<file path="config.mk">
export PLATFORM = sky130hd
export DESIGN_NAME = multicycle_control
export DESIGN_NICKNAME = d
export VERILOG_FILES = /design/src/rtl/multicycle_control.sv
export SDC_FILE = /design/constraint.sdc
export NUM_CORES = 1
export LEC_CHECK = 0
export ABC_AREA = 1
export CAP_MARGIN = 20
export CORE_UTILIZATION = 45
export CTS_BUF_LIST = sky130_fd_sc_hd__clkbuf_16
export DETAILED_ROUTE_END_ITERATION = 7
export PLACE_DENSITY = 0.73
export REMOVE_ABC_BUFFERS = 1
export SYNTH_ARGS = -nofsm -noshare
export SYNTH_HDL_FRONTEND = slang
export SYNTH_SLANG_ARGS = --single-unit
</file>
<file path="constraint.sdc">
create_clock -name clk -period 5.19 [get_ports clk]
set_clock_uncertainty 0.1 [all_clocks]
set_input_delay 1.557 -clock clk [delete_from_list [all_inputs] [get_ports clk]]
set_output_delay 1.557 -clock clk [all_outputs]
set_load 0.02 [all_outputs]
</file>
<file path="src/rtl/multicycle_control.sv">
// Main control FSM for the multicycle MIPS datapath.
// Sequences FETCH/DECODE/EXEC/MEM/WB per opcode, handshakes with a
// variable-latency memory through mem_ready, watches for memory stalls
// that never end, and counts retired instructions.
// Optional feature: define MC_BNE_EN to decode bne (opcode 000101) as a
// branch with branch_ne=1; without it branch_ne is tied 0 and 000101 is
// an illegal opcode.
module multicycle_control #(
    parameter int TIMEOUT = 15,  // consecutive stall cycles before ERR, >= 1
    parameter int CNT_W   = 32   // width of instr_count
) (
    input  logic             clk,
    input  logic             rst,
    input  logic [5:0]       opcode,
    input  logic [4:0]       rt,
    input  logic [4:0]       rd,
    input  logic             mem_ready,
    output logic             pc_write,
    output logic             pc_write_cond,
    output logic             branch_ne,
    output logic             i_or_d,
    output logic             mem_read,
    output logic             mem_write,
    output logic [1:0]       mem_size,
    output logic             ir_write,
    output logic             reg_write,
    output logic             mem_to_reg,
    output logic             reg_dst,
    output logic             alu_src_a,
    output logic [1:0]       alu_src_b,
    output logic [1:0]       alu_op,
    output logic [1:0]       pc_source,
    output logic [3:0]       state,
    output logic             illegal,
    output logic             timeout_err,
    output logic [CNT_W-1:0] instr_count
);

    typedef enum logic [3:0] {
        S_FETCH     = 4'd0,
        S_DECODE    = 4'd1,
        S_MEM_ADDR  = 4'd2,
        S_MEM_READ  = 4'd3,
        S_MEM_WB    = 4'd4,
        S_MEM_WRITE = 4'd5,
        S_EXEC      = 4'd6,
        S_R_WB      = 4'd7,
        S_BRANCH    = 4'd8,
        S_JUMP      = 4'd9,
        S_ADDI_EXEC = 4'd10,
        S_ADDI_WB   = 4'd11,
        S_ERR       = 4'd15
    } state_e;

    typedef struct packed {
        logic       pc_write;
        logic       pc_write_cond;
        logic       branch_ne;
        logic       i_or_d;
        logic       mem_read;
        logic       mem_write;
        logic [1:0] mem_size;
        logic       ir_write;
        logic       reg_write;
        logic       mem_to_reg;
        logic       reg_dst;
        logic       alu_src_a;
        logic [1:0] alu_src_b;
        logic [1:0] alu_op;
        logic [1:0] pc_source;
        logic       illegal;
    } ctl_t;

    localparam logic [5:0] OP_RTYPE = 6'b000000;
    localparam logic [5:0] OP_J     = 6'b000010;
    localparam logic [5:0] OP_BEQ   = 6'b000100;
    localparam logic [5:0] OP_ADDI  = 6'b001000;
    localparam logic [5:0] OP_LB    = 6'b100000;
    localparam logic [5:0] OP_LH    = 6'b100001;
    localparam logic [5:0] OP_LW    = 6'b100011;
    localparam logic [5:0] OP_SB    = 6'b101000;
    localparam logic [5:0] OP_SH    = 6'b101001;
    localparam logic [5:0] OP_SW    = 6'b101011;
`ifdef MC_BNE_EN
    localparam logic [5:0] OP_BNE   = 6'b000101;
`endif

    // Wide enough to hold 0..TIMEOUT; the ERR decision fires at TIMEOUT-1.
    localparam int               WAIT_W    = $clog2(TIMEOUT + 1);
    localparam logic [WAIT_W-1:0] WAIT_LAST = WAIT_W'(TIMEOUT - 1);

    state_e            state_q, state_d;
    logic [WAIT_W-1:0] wait_q, wait_d;
    logic              terr_q, terr_d;
    logic [CNT_W-1:0]  cnt_q, cnt_d;

    state_e            dec_next;
    logic              dec_legal;
    logic              retire;
    logic              stalled;
    ctl_t              ctl, ctl_gated;

    // Access width for loads/stores comes from the low opcode bits.
    function automatic logic [1:0] size_of(input logic [1:0] sel);
        case (sel)
            2'b11:   return 2'b00;  // word
            2'b01:   return 2'b01;  // half
            2'b00:   return 2'b10;  // byte
            default: return 2'b00;
        endcase
    endfunction

    // Opcode decode used by DECODE: where to go and whether it is legal.
    always_comb begin
        // NOTE: every signal assigned in a combinational block gets a default
        // first, so no path can leave it unassigned and infer a latch.
        dec_next  = S_FETCH;
        dec_legal = 1'b1;
        case (opcode)
            OP_LW, OP_LH, OP_LB,
            OP_SW, OP_SH, OP_SB: dec_next = S_MEM_ADDR;
            OP_RTYPE:            dec_next = S_EXEC;
            OP_BEQ:              dec_next = S_BRANCH;
            OP_J:                dec_next = S_JUMP;
            OP_ADDI:             dec_next = S_ADDI_EXEC;
`ifdef MC_BNE_EN
            OP_BNE:              dec_next = S_BRANCH;
`endif
            default:             dec_legal = 1'b0;
        endcase
    end

    // Next-state, stall watchdog and retirement counter logic.
    always_comb begin
        state_d = state_q;
        wait_d  = wait_q;
        terr_d  = terr_q;
        cnt_d   = cnt_q;
        retire  = 1'b0;

        case (state_q)
            S_FETCH:     if (mem_ready) state_d = S_DECODE;
            S_DECODE:    state_d = dec_next;
            S_MEM_ADDR:  state_d = opcode[3] ? S_MEM_WRITE : S_MEM_READ;
            S_MEM_READ:  if (mem_ready) state_d = S_MEM_WB;
            S_MEM_WRITE: begin
                if (mem_ready) begin
                    state_d = S_FETCH;
                    retire  = 1'b1;
                end
            end
            S_EXEC:      state_d = S_R_WB;
            S_ADDI_EXEC: state_d = S_ADDI_WB;
            S_MEM_WB, S_R_WB, S_BRANCH, S_JUMP, S_ADDI_WB: begin
                state_d = S_FETCH;
                retire  = 1'b1;
            end
            S_ERR:       state_d = S_ERR;
            default:     state_d = S_FETCH;
        endcase

        // A stall cycle is a wait state without mem_ready; a ready memory on
        // the last allowed cycle takes the normal transition above.
        stalled = ((state_q == S_FETCH) || (state_q == S_MEM_READ) ||
                   (state_q == S_MEM_WRITE)) && !mem_ready;
        if (stalled && (wait_q == WAIT_LAST)) begin
            state_d = S_ERR;
            terr_d  = 1'b1;
        end

        if (state_d != state_q) begin
            wait_d = '0;
        end else if (stalled) begin
            wait_d = wait_q + WAIT_W'(1);
        end

        if (retire) cnt_d = cnt_q + CNT_W'(1);
    end

    // State and bookkeeping registers; reset dominates any increment.
    always_ff @(posedge clk) begin
        // NOTE: sequential state is updated with non-blocking assignments so
        // every register samples the values from before this clock edge.
        if (rst) begin
            state_q <= S_FETCH;
            wait_q  <= '0;
            terr_q  <= 1'b0;
            cnt_q   <= '0;
        end else begin
            state_q <= state_d;
            wait_q  <= wait_d;
            terr_q  <= terr_d;
            cnt_q   <= cnt_d;
        end
    end

    // Control word decoded from the current state; unlisted fields stay 0.
    always_comb begin
        ctl = '0;
        case (state_q)
            S_FETCH: begin
                ctl.mem_read  = 1'b1;
                ctl.alu_src_b = 2'b01;
                ctl.ir_write  = mem_ready;
                ctl.pc_write  = mem_ready;
            end
            S_DECODE: begin
                ctl.alu_src_b = 2'b11;
                ctl.illegal   = !dec_legal;
            end
            S_MEM_ADDR, S_ADDI_EXEC: begin
                ctl.alu_src_a = 1'b1;
                ctl.alu_src_b = 2'b10;
            end
            S_MEM_READ: begin
                ctl.mem_read = 1'b1;
                ctl.i_or_d   = 1'b1;
                ctl.mem_size = size_of(opcode[1:0]);
            end
            S_MEM_WB: begin
                ctl.mem_to_reg = 1'b1;
                ctl.reg_write  = (rt != 5'd0);
            end
            S_MEM_WRITE: begin
                ctl.mem_write = 1'b1;
                ctl.i_or_d    = 1'b1;
                ctl.mem_size  = size_of(opcode[1:0]);
            end
            S_EXEC: begin
                ctl.alu_src_a = 1'b1;
                ctl.alu_op    = 2'b10;
            end
            S_R_WB: begin
                ctl.reg_dst   = 1'b1;
                ctl.reg_write = (rd != 5'd0);
            end
            S_BRANCH: begin
                ctl.alu_src_a     = 1'b1;
                ctl.alu_op        = 2'b01;
                ctl.pc_write_cond = 1'b1;
                ctl.pc_source     = 2'b01;
`ifdef MC_BNE_EN
                ctl.branch_ne     = (opcode == OP_BNE);
`endif
            end
            S_JUMP: begin
                ctl.pc_write  = 1'b1;
                ctl.pc_source = 2'b10;
            end
            S_ADDI_WB: begin
                ctl.reg_write = (rt != 5'd0);
            end
            default: ;
        endcase
    end

    // Strobes are held low while reset is asserted.
    assign ctl_gated     = rst ? '0 : ctl;

    assign pc_write      = ctl_gated.pc_write;
    assign pc_write_cond = ctl_gated.pc_write_cond;
    assign branch_ne     = ctl_gated.branch_ne;
    assign i_or_d        = ctl_gated.i_or_d;
    assign mem_read      = ctl_gated.mem_read;
    assign mem_write     = ctl_gated.mem_write;
    assign mem_size      = ctl_gated.mem_size;
    assign ir_write      = ctl_gated.ir_write;
    assign reg_write     = ctl_gated.reg_write;
    assign mem_to_reg    = ctl_gated.mem_to_reg;
    assign reg_dst       = ctl_gated.reg_dst;
    assign alu_src_a     = ctl_gated.alu_src_a;
    assign alu_src_b     = ctl_gated.alu_src_b;
    assign alu_op        = ctl_gated.alu_op;
    assign pc_source     = ctl_gated.pc_source;
    assign illegal       = ctl_gated.illegal;

    assign state         = rst ? 4'd0 : state_q;
    assign timeout_err   = terr_q;
    assign instr_count   = cnt_q;

endmodule

</file>
==> summary.md, run 1 <==
| Metric | Value |
|---|---|
| Chain of cells forming the critical path | `clkdlybuf4s50_1, nor2_1, nor2_1, nand2_1, nand2_1, nor4_1, clkdlybuf4s50_1` |
| Result of the run | `complete, no violations` |
| Filler Cells Inserted | `580` |
| Final max-slew violation count | `0` |
| Final-report hold violation count | `0` |
| Worst Path Buf+Inv | `2` |
| CTS H-tree lvls | `2` |
| Global-route wire length before repair | `13000 microns` |
| TritonCTS clock tree | `yes` |
| Data required, critical path | `3.53 ns` |
| Synth Instances | `465` |
| Register bit total from synthesis | `41` |
| Footprint of the multi-input gates | `1730 sq um` |
| Remaining DRCs | `0` |
| Final cell count without fillers | `613` |
| Maximum capacitance violations | `0` |
| Area share of the largest cell type after synthesis | `29.2%` |
| Core area | `5990 sq um` |
| Post-CTS repair timing setup buffer count | `0` |
| Row Count | `28` |
| Type of destination of the critical path | `output pin` |
| Placed cells | `605` |
| Vias in the first global route | `3003` |
| Cell with the biggest individual delay on the critical path | `sky130_fd_sc_hd__clkdlybuf4s50_1` |
| Leakage Power | `1.47 nW` |
| DRT Pass-1 Iters | `4` |
| Final Cycle Share | `96.6%` |
| Class of the most critical hold timing path | `reg -> reg` |
| Via count | `3207` |
| Total Routed Length | `7630 microns` |
| Highest attainable clock frequency | `199 MHz` |
| Category of the most critical setup path | `in -> out` |
| Routed length per placed instance | `12.5 microns` |
| Fin crit period | `5.01 ns` |
| I/O Pins | `76` |
| Number of diodes | `0` |
| Number of flops mapped to enable cells by yosys | `0` |
| Most used flip-flop cell after synthesis | `sky130_fd_sc_hd__dfxtp_1` |
| Width of the die | `81.0 microns` |
| Resized cells post-CTS | `0` |
| Critical path's largest stage delay | `0.66 ns` |
| Area delta synth->final | `33.9%` |
| Post-layout utilization of the core | `62.8%` |
| Worst Setup Slack post-DPL | `0.209 ns` |
| Crit path DAT | `3.36 ns` |
| Number of sinks handled by clock tree synthesis | `41` |
| # setup viols final | `0` |
| Area of the die | `6570 sq um` |
| Hold Startpoint | `timeout_err` |
| Total clock buffers created by CTS | `5` |
| Number of buffers inserted by hold repair at cts | `0` |
| Leading post-synthesis cells by cell area | `sky130_fd_sc_hd__dfxtp_1 29%, sky130_fd_sc_hd__nand2_1 18%, sky130_fd_sc_hd__nor2_1 9.6%` |
| Top cell types by occurrence after synthesis | `134 x sky130_fd_sc_hd__nand2_1, 72 x sky130_fd_sc_hd__nor2_1, 45 x sky130_fd_sc_hd__inv_1` |
| Clock input transition at the sequential cells of the worst setup and hold paths | `0.05 ns` |
| Via/cell ratio | `5.23` |
| Share of post-route cells with drive strength above 1 | `5.20%` |
| Initial standard-cell utilization of the core | `46.9%` |
| Category of cells accounting for the largest share of critical-path delay | `buffers and inverters` |
| Critical R2R Launch | `state_q[2]` |
| Bufs on Longest Clock Path | `2` |
| Maximum number of pins on one net before global-route repair | `33` |
| Post-route ant nets | `0` |
| Tot GR Track Use | `25.2%` |
| Last weighted congestion value of the routability-driven placer | `0.878` |
| Post-synthesis area per instance | `6.05 sq um` |
| Startpoint type of the worst setup path | `primary input` |
| Max VDD drop | `0.000244 V` |
| Die span in y | `81.0 microns` |
| Top cell type by total area after synthesis | `sky130_fd_sc_hd__dfxtp_1` |
| Total Neg Setup Slack | `0 ns` |
| IO buf count | `74` |
| Worst setup path start | `opcode[3]` |
| Cell area after synthesis | `2810 sq um` |
| Initial antenna violation count | `0` |
| Number of violations reported at the end of detailed-routing iteration 0 | `243` |
| Asr flop ratio synth | `0%` |
| Final HPWL from detailed placement | `5890 microns` |
| Cell Pwr Density | `195 nW/um^2` |
| Synthesis warning total | `0` |
| Cell at the root of the clock tree | `sky130_fd_sc_hd__clkbuf_16` |
| Sequential cell area | `821 sq um` |
| Cell with the most instances after synthesis | `sky130_fd_sc_hd__nand2_1` |
| Worst setup slack after layout | `0.175 ns` |
| Clock Latency Late Sink | `0.28 ns` |
| Number of nets in the final layout | `559` |
| Post-synth cell types | `35` |
| RSZ-0062 raised after global routing | `no` |
| GRT overflow | `0` |
| Post-synthesis sequential area ratio | `29.2%` |
| Highest fanout seen on the critical path | `4` |
==> stage by stage <==
step           hold WS [ns]  instance area [sq um]  power [mW]
5_1_grt               0.386                   3760       0.762
3_3_place_gp          0.337                   3600       0.397
6_report              0.353                   3760       0.734
2_1_floorplan         0.394                   2740       0.360
3_5_place_dp          0.343                   3600       0.398
4_1_cts               0.354                   3760       0.738
==> power by group <==
group / switching [mW] / total [mW] / internal, mW
logic: 0.0407 / 0.0720 / 0.0313
registers: 0.00243 / 0.319 / 0.317
clock network: 0.120 / 0.343 / 0.223
==> tightest hold or removal path: cells and delay by family (launching register included) <==
kind | cells | cell delay (ns)
DFF | 1 | 0.31
buffers and inverters | 1 | 0.05
AOI/OAI and AO/OA | 1 | 0.05
==> cells by family (layout without fill, tap and decap cells) <==
family                   count (synthesis)  in the layout  share of synthesized area (%)
flip-flops                              41             41                           29.2
other                                    1              1                          0.133
AO/OA/AOI/OAI                           56             56                           10.7
adder cells (fa/ha/maj)                  3              3                           1.34
AND/OR/NAND/NOR                        284            284                           44.0
buffers and inverters                   63            136                           9.35
XOR/XNOR                                17             17                           5.30
==> final timing paths <==
check	slack, ns	cells after the start	to
hold reg to reg	0.35	2	timeout_err
setup / recovery	0.18	7	illegal
setup reg to reg	3.08	9	instr_count[7]
hold / removal	0.35	2	timeout_err
==> state kept, by name, summed over array words and instances, names as in the netlist <==
register,flops
state_q,4
wait_q,4
instr_count,32
timeout_err,1
==> metal layers <==
metal | GRT usage [%] | vias up | wire, microns
li1 | - | 1639 | -
met1 | 29.9 | 1476 | 3390
met2 | 45.3 | 78 | 3750
met3 | 5.06 | 14 | 374
met4 | 7.68 | 0 | 123
met5 | 0 | - | 0
==> cell type report <==
cell class	count	share of cell area, %
timing repair buffer	78	20.5
multi-input combinational	361	45.9
tap	75	2.49
clock buffer	5	3.32
clock inverter	3	0.997
sequential	41	21.8
inverter	50	4.99
==> cells in the final DEF, fill, tap and decap left out, drive strengths merged, types with 16 or more instances in the layout <==
cell	count
a21oi	32
clkdlybuf4s50	74
dfxtp	41
inv	51
nand2	136
nand3	28
nor2	78
nor3	25
o21ai	16
Power figures use the tool's default switching activity.
==> inputs of run 2 (changes only) <==
--- a/config.mk
+++ b/config.mk
@@ -7,6 +7,7 @@
 export LEC_CHECK = 0
 export ABC_AREA = 1
 export CAP_MARGIN = 20
+export CORE_MARGIN = 2
 export CORE_UTILIZATION = 45
 export CTS_BUF_LIST = sky130_fd_sc_hd__clkbuf_16
 export DETAILED_ROUTE_END_ITERATION = 7
==> run 2 against run 1 <==
Wire length up 3.0%. Clock power is 1% higher. Power rose by 0.50%. Worst setup slack gained 0.058 ns. Via count is 0.28% higher. Global-route usage decreased by 1.5 points. Maximum frequency rose by 1.2%. Flip-flop and latch count unchanged. Die area is 5.0% higher. Final cell count is 0.16% lower. Non-clock buffer count decreased by 1.
==> summary.md, run 2 (synthesis gave the netlist of run 1 again) <==
| Metric | Value |
|---|---|
| Result of the run | `complete, no violations` |
| Die span in y | `83.0 microns (+2.5%)` |
| Max VDD drop | `0.000139 V (-43%)` |
| Fraction of power consumed by sequential logic | `43.3% (-0.2 points)` |
| Category of cells accounting for the largest share of critical-path delay | `buffers and inverters` |
| Startpoint type of the worst setup path | `primary input` |
| Total Neg Setup Slack | `0 ns (unchanged)` |
| Met1 layer wirelength in the final routing | `3440 microns (+1.5%)` |
| Final max-slew violation count | `0 (unchanged)` |
| Cell Pwr Density | `196 nW/um^2 (+0.70%)` |
| Critical path's largest stage delay | `0.66 ns (about the same)` |
| GRT overflow | `0 (unchanged)` |
| Vias in the first global route | `3104 (+3.4%)` |
| Width of the die | `83.0 microns (+2.5%)` |
| Bufs on Longest Clock Path | `2 (unchanged)` |
| Internal power | `0.571 mW (about the same)` |
| Combinational fraction of design power | `9.8% (about the same)` |
| Highest attainable clock frequency | `202 MHz (+1.2%)` |
| Total met3 wirelength after detailed routing | `363 microns (-2.9%)` |
| RSZ-0062 raised after global routing | `no` |
| I/O Pins | `76 (unchanged)` |
| Final HPWL from detailed placement | `5980 microns (+1.6%)` |
| Switching Share | `22.6% (+0.44 points)` |
| Max reg flops | `32 (unchanged)` |
| Number of sinks handled by clock tree synthesis | `41 (unchanged)` |
| Via/cell ratio | `5.25 (+0.44%)` |
| Total Routed Length | `7860 microns (+3.0%)` |
| Setup slack of the worst register-to-register path | `3.07 ns (about the same)` |
| Highest fanout seen on the critical path | `4 (unchanged)` |
| Share of post-route cells with drive strength above 1 | `5.03% (-0.18 points)` |
| Clock share of power | `47.0% (+0.3 points)` |
| Uppermost layer routed | `met4` |
| Resized cells post-CTS | `0 (unchanged)` |
| Final-report hold violation count | `0 (unchanged)` |
| CTS H-tree lvls | `2 (unchanged)` |
| Leakage Power | `1.47 nW (-0.33%)` |
| Number of diodes | `0 (unchanged)` |
| Core area | `5990 sq um (unchanged)` |
| Type of destination of the critical path | `output pin` |
| Data required, critical path | `3.53 ns (about the same)` |
| Psw | `0.167 mW (+2.5%)` |
| Class of the most critical hold timing path | `reg -> reg` |
| Clock Latency Late Sink | `0.28 ns (about the same)` |
| Number of nets in the final layout | `558 (-0.18%)` |
| Post-route ant nets | `0 (unchanged)` |
| DRT Pass-1 Iters | `4 (unchanged)` |
| Row Count | `28 (unchanged)` |
| Routed length per placed instance | `12.8 microns (+3.2%)` |
| TritonCTS clock tree | `yes` |
| Placed cells | `604 (-0.17%)` |
| Final cell count without fillers | `612 (-0.16%)` |
| Area delta synth->final | `33.6%` |
| Cell at the root of the clock tree | `sky130_fd_sc_hd__clkbuf_16` |
| Remaining DRCs | `0 (unchanged)` |
| Worst Path Buf+Inv | `2 (unchanged)` |
| Post-CTS repair timing setup buffer count | `0 (unchanged)` |
| Tot GR Track Use | `23.7% (-1.5 points)` |
| Number of violations reported at the end of detailed-routing iteration 0 | `218 (-10%)` |
| # setup viols final | `0 (unchanged)` |
| Chain of cells forming the critical path | `clkdlybuf4s50_1, nor2_1, nor2_1, nand2_1, nand2_1, nor4_1, clkdlybuf4s50_1` |
| Last weighted congestion value of the routability-driven placer | `0.921 (+5.0%)` |
| Clock input transition at the sequential cells of the worst setup and hold paths | `0.05 ns (about the same)` |
| Total clock buffers created by CTS | `5 (unchanged)` |
| Metal2 WL | `3880 microns (+3.6%)` |
| Final Cycle Share | `95.5% (-1.1 points)` |
| Category of the most critical setup path | `in -> out` |
| Cell with the biggest individual delay on the critical path | `sky130_fd_sc_hd__clkdlybuf4s50_1` |
| Number of buffers inserted by hold repair at cts | `0 (unchanged)` |
| Initial antenna violation count | `0 (unchanged)` |
| Global-route wire length before repair | `13800 microns (+5.9%)` |
| Area of the die | `6900 sq um (+5.0%)` |
| Fin crit period | `4.96 ns (-0.0581 ns)` |
| Crit path DAT | `3.30 ns (-0.06 ns)` |
| IO buf count | `74 (unchanged)` |
| Maximum number of pins on one net before global-route repair | `33 (unchanged)` |
| Initial standard-cell utilization of the core | `46.9% (unchanged)` |
| Maximum capacitance violations | `0 (unchanged)` |
| Most frequent standard cell in the layout excluding fill and tap cells | `sky130_fd_sc_hd__nand2_1` |
| Leading cell types in the layout, fill and taps excluded | `134 x sky130_fd_sc_hd__nand2_1, 74 x sky130_fd_sc_hd__clkdlybuf4s50_1, 72 x sky130_fd_sc_hd__nor2_1, 46 x sky130_fd_sc_hd__inv_1, 41 x sky130_fd_sc_hd__dfxtp_1` |
| Via count | `3216 (+0.28%)` |
[run 2: per-stage QoR]
step           area, sq um  setup WS, ns  util (%)  hold slack [ns]  power, mW
2_1_floorplan         2740         0.972         -            0.394      0.360
3_3_place_gp          3590         0.261      60.0            0.360      0.396
3_5_place_dp          3590         0.225      60.0            0.351      0.398
4_1_cts               3760         0.223      62.7            0.362      0.743
5_1_grt               3760        0.0492      62.7            0.399      0.763
6_report              3760         0.234      62.7            0.356      0.738
[run 2: cell type report]
type | count | area, sq um
multi-input cells | 361 | 1730
flip-flops and latches | 41 | 821
clock buffers | 5 | 125
well taps | 75 | 93.8
clock inverters | 3 | 37.5
repair buffers | 77 | 763
fillers | 588 | 2230
inverters | 50 | 188
[run 2: path summary, 6_finish.rpt]
| check | to | depth (start not counted) | from |
|---|---|---|---|
| worst max-delay path | illegal | 7 | opcode[3] |
| worst min-delay path | timeout_err | 2 | timeout_err |
| worst min register to register | timeout_err | 2 | timeout_err |
| worst max register to register | instr_count[7] | 9 | state_q[2] |
[run 2: per-layer routing]
metal	GRT usage, %	vias up
li1	-	1639
met1	28.6	1465
met4	8.05	0
met3	4.17	17
met2	42.2	95
met5	0	-
[run 2: power groups by stage]
stage          clock, mW  combinational, mW  sequential [mW]
5_1_grt            0.364             0.0801            0.319
2_1_floorplan          0             0.0345            0.326
3_5_place_dp           0             0.0718            0.326
4_1_cts            0.351             0.0720            0.319
3_3_place_gp           0             0.0703            0.326
6_report           0.347             0.0720            0.319
[run 2: tightest hold or removal path: cells and delay by family, from the launching register on]
kind	cells	cell delay, ns
flops	1	0.31
compound gates	1	0.05
buf+inv	1	0.05
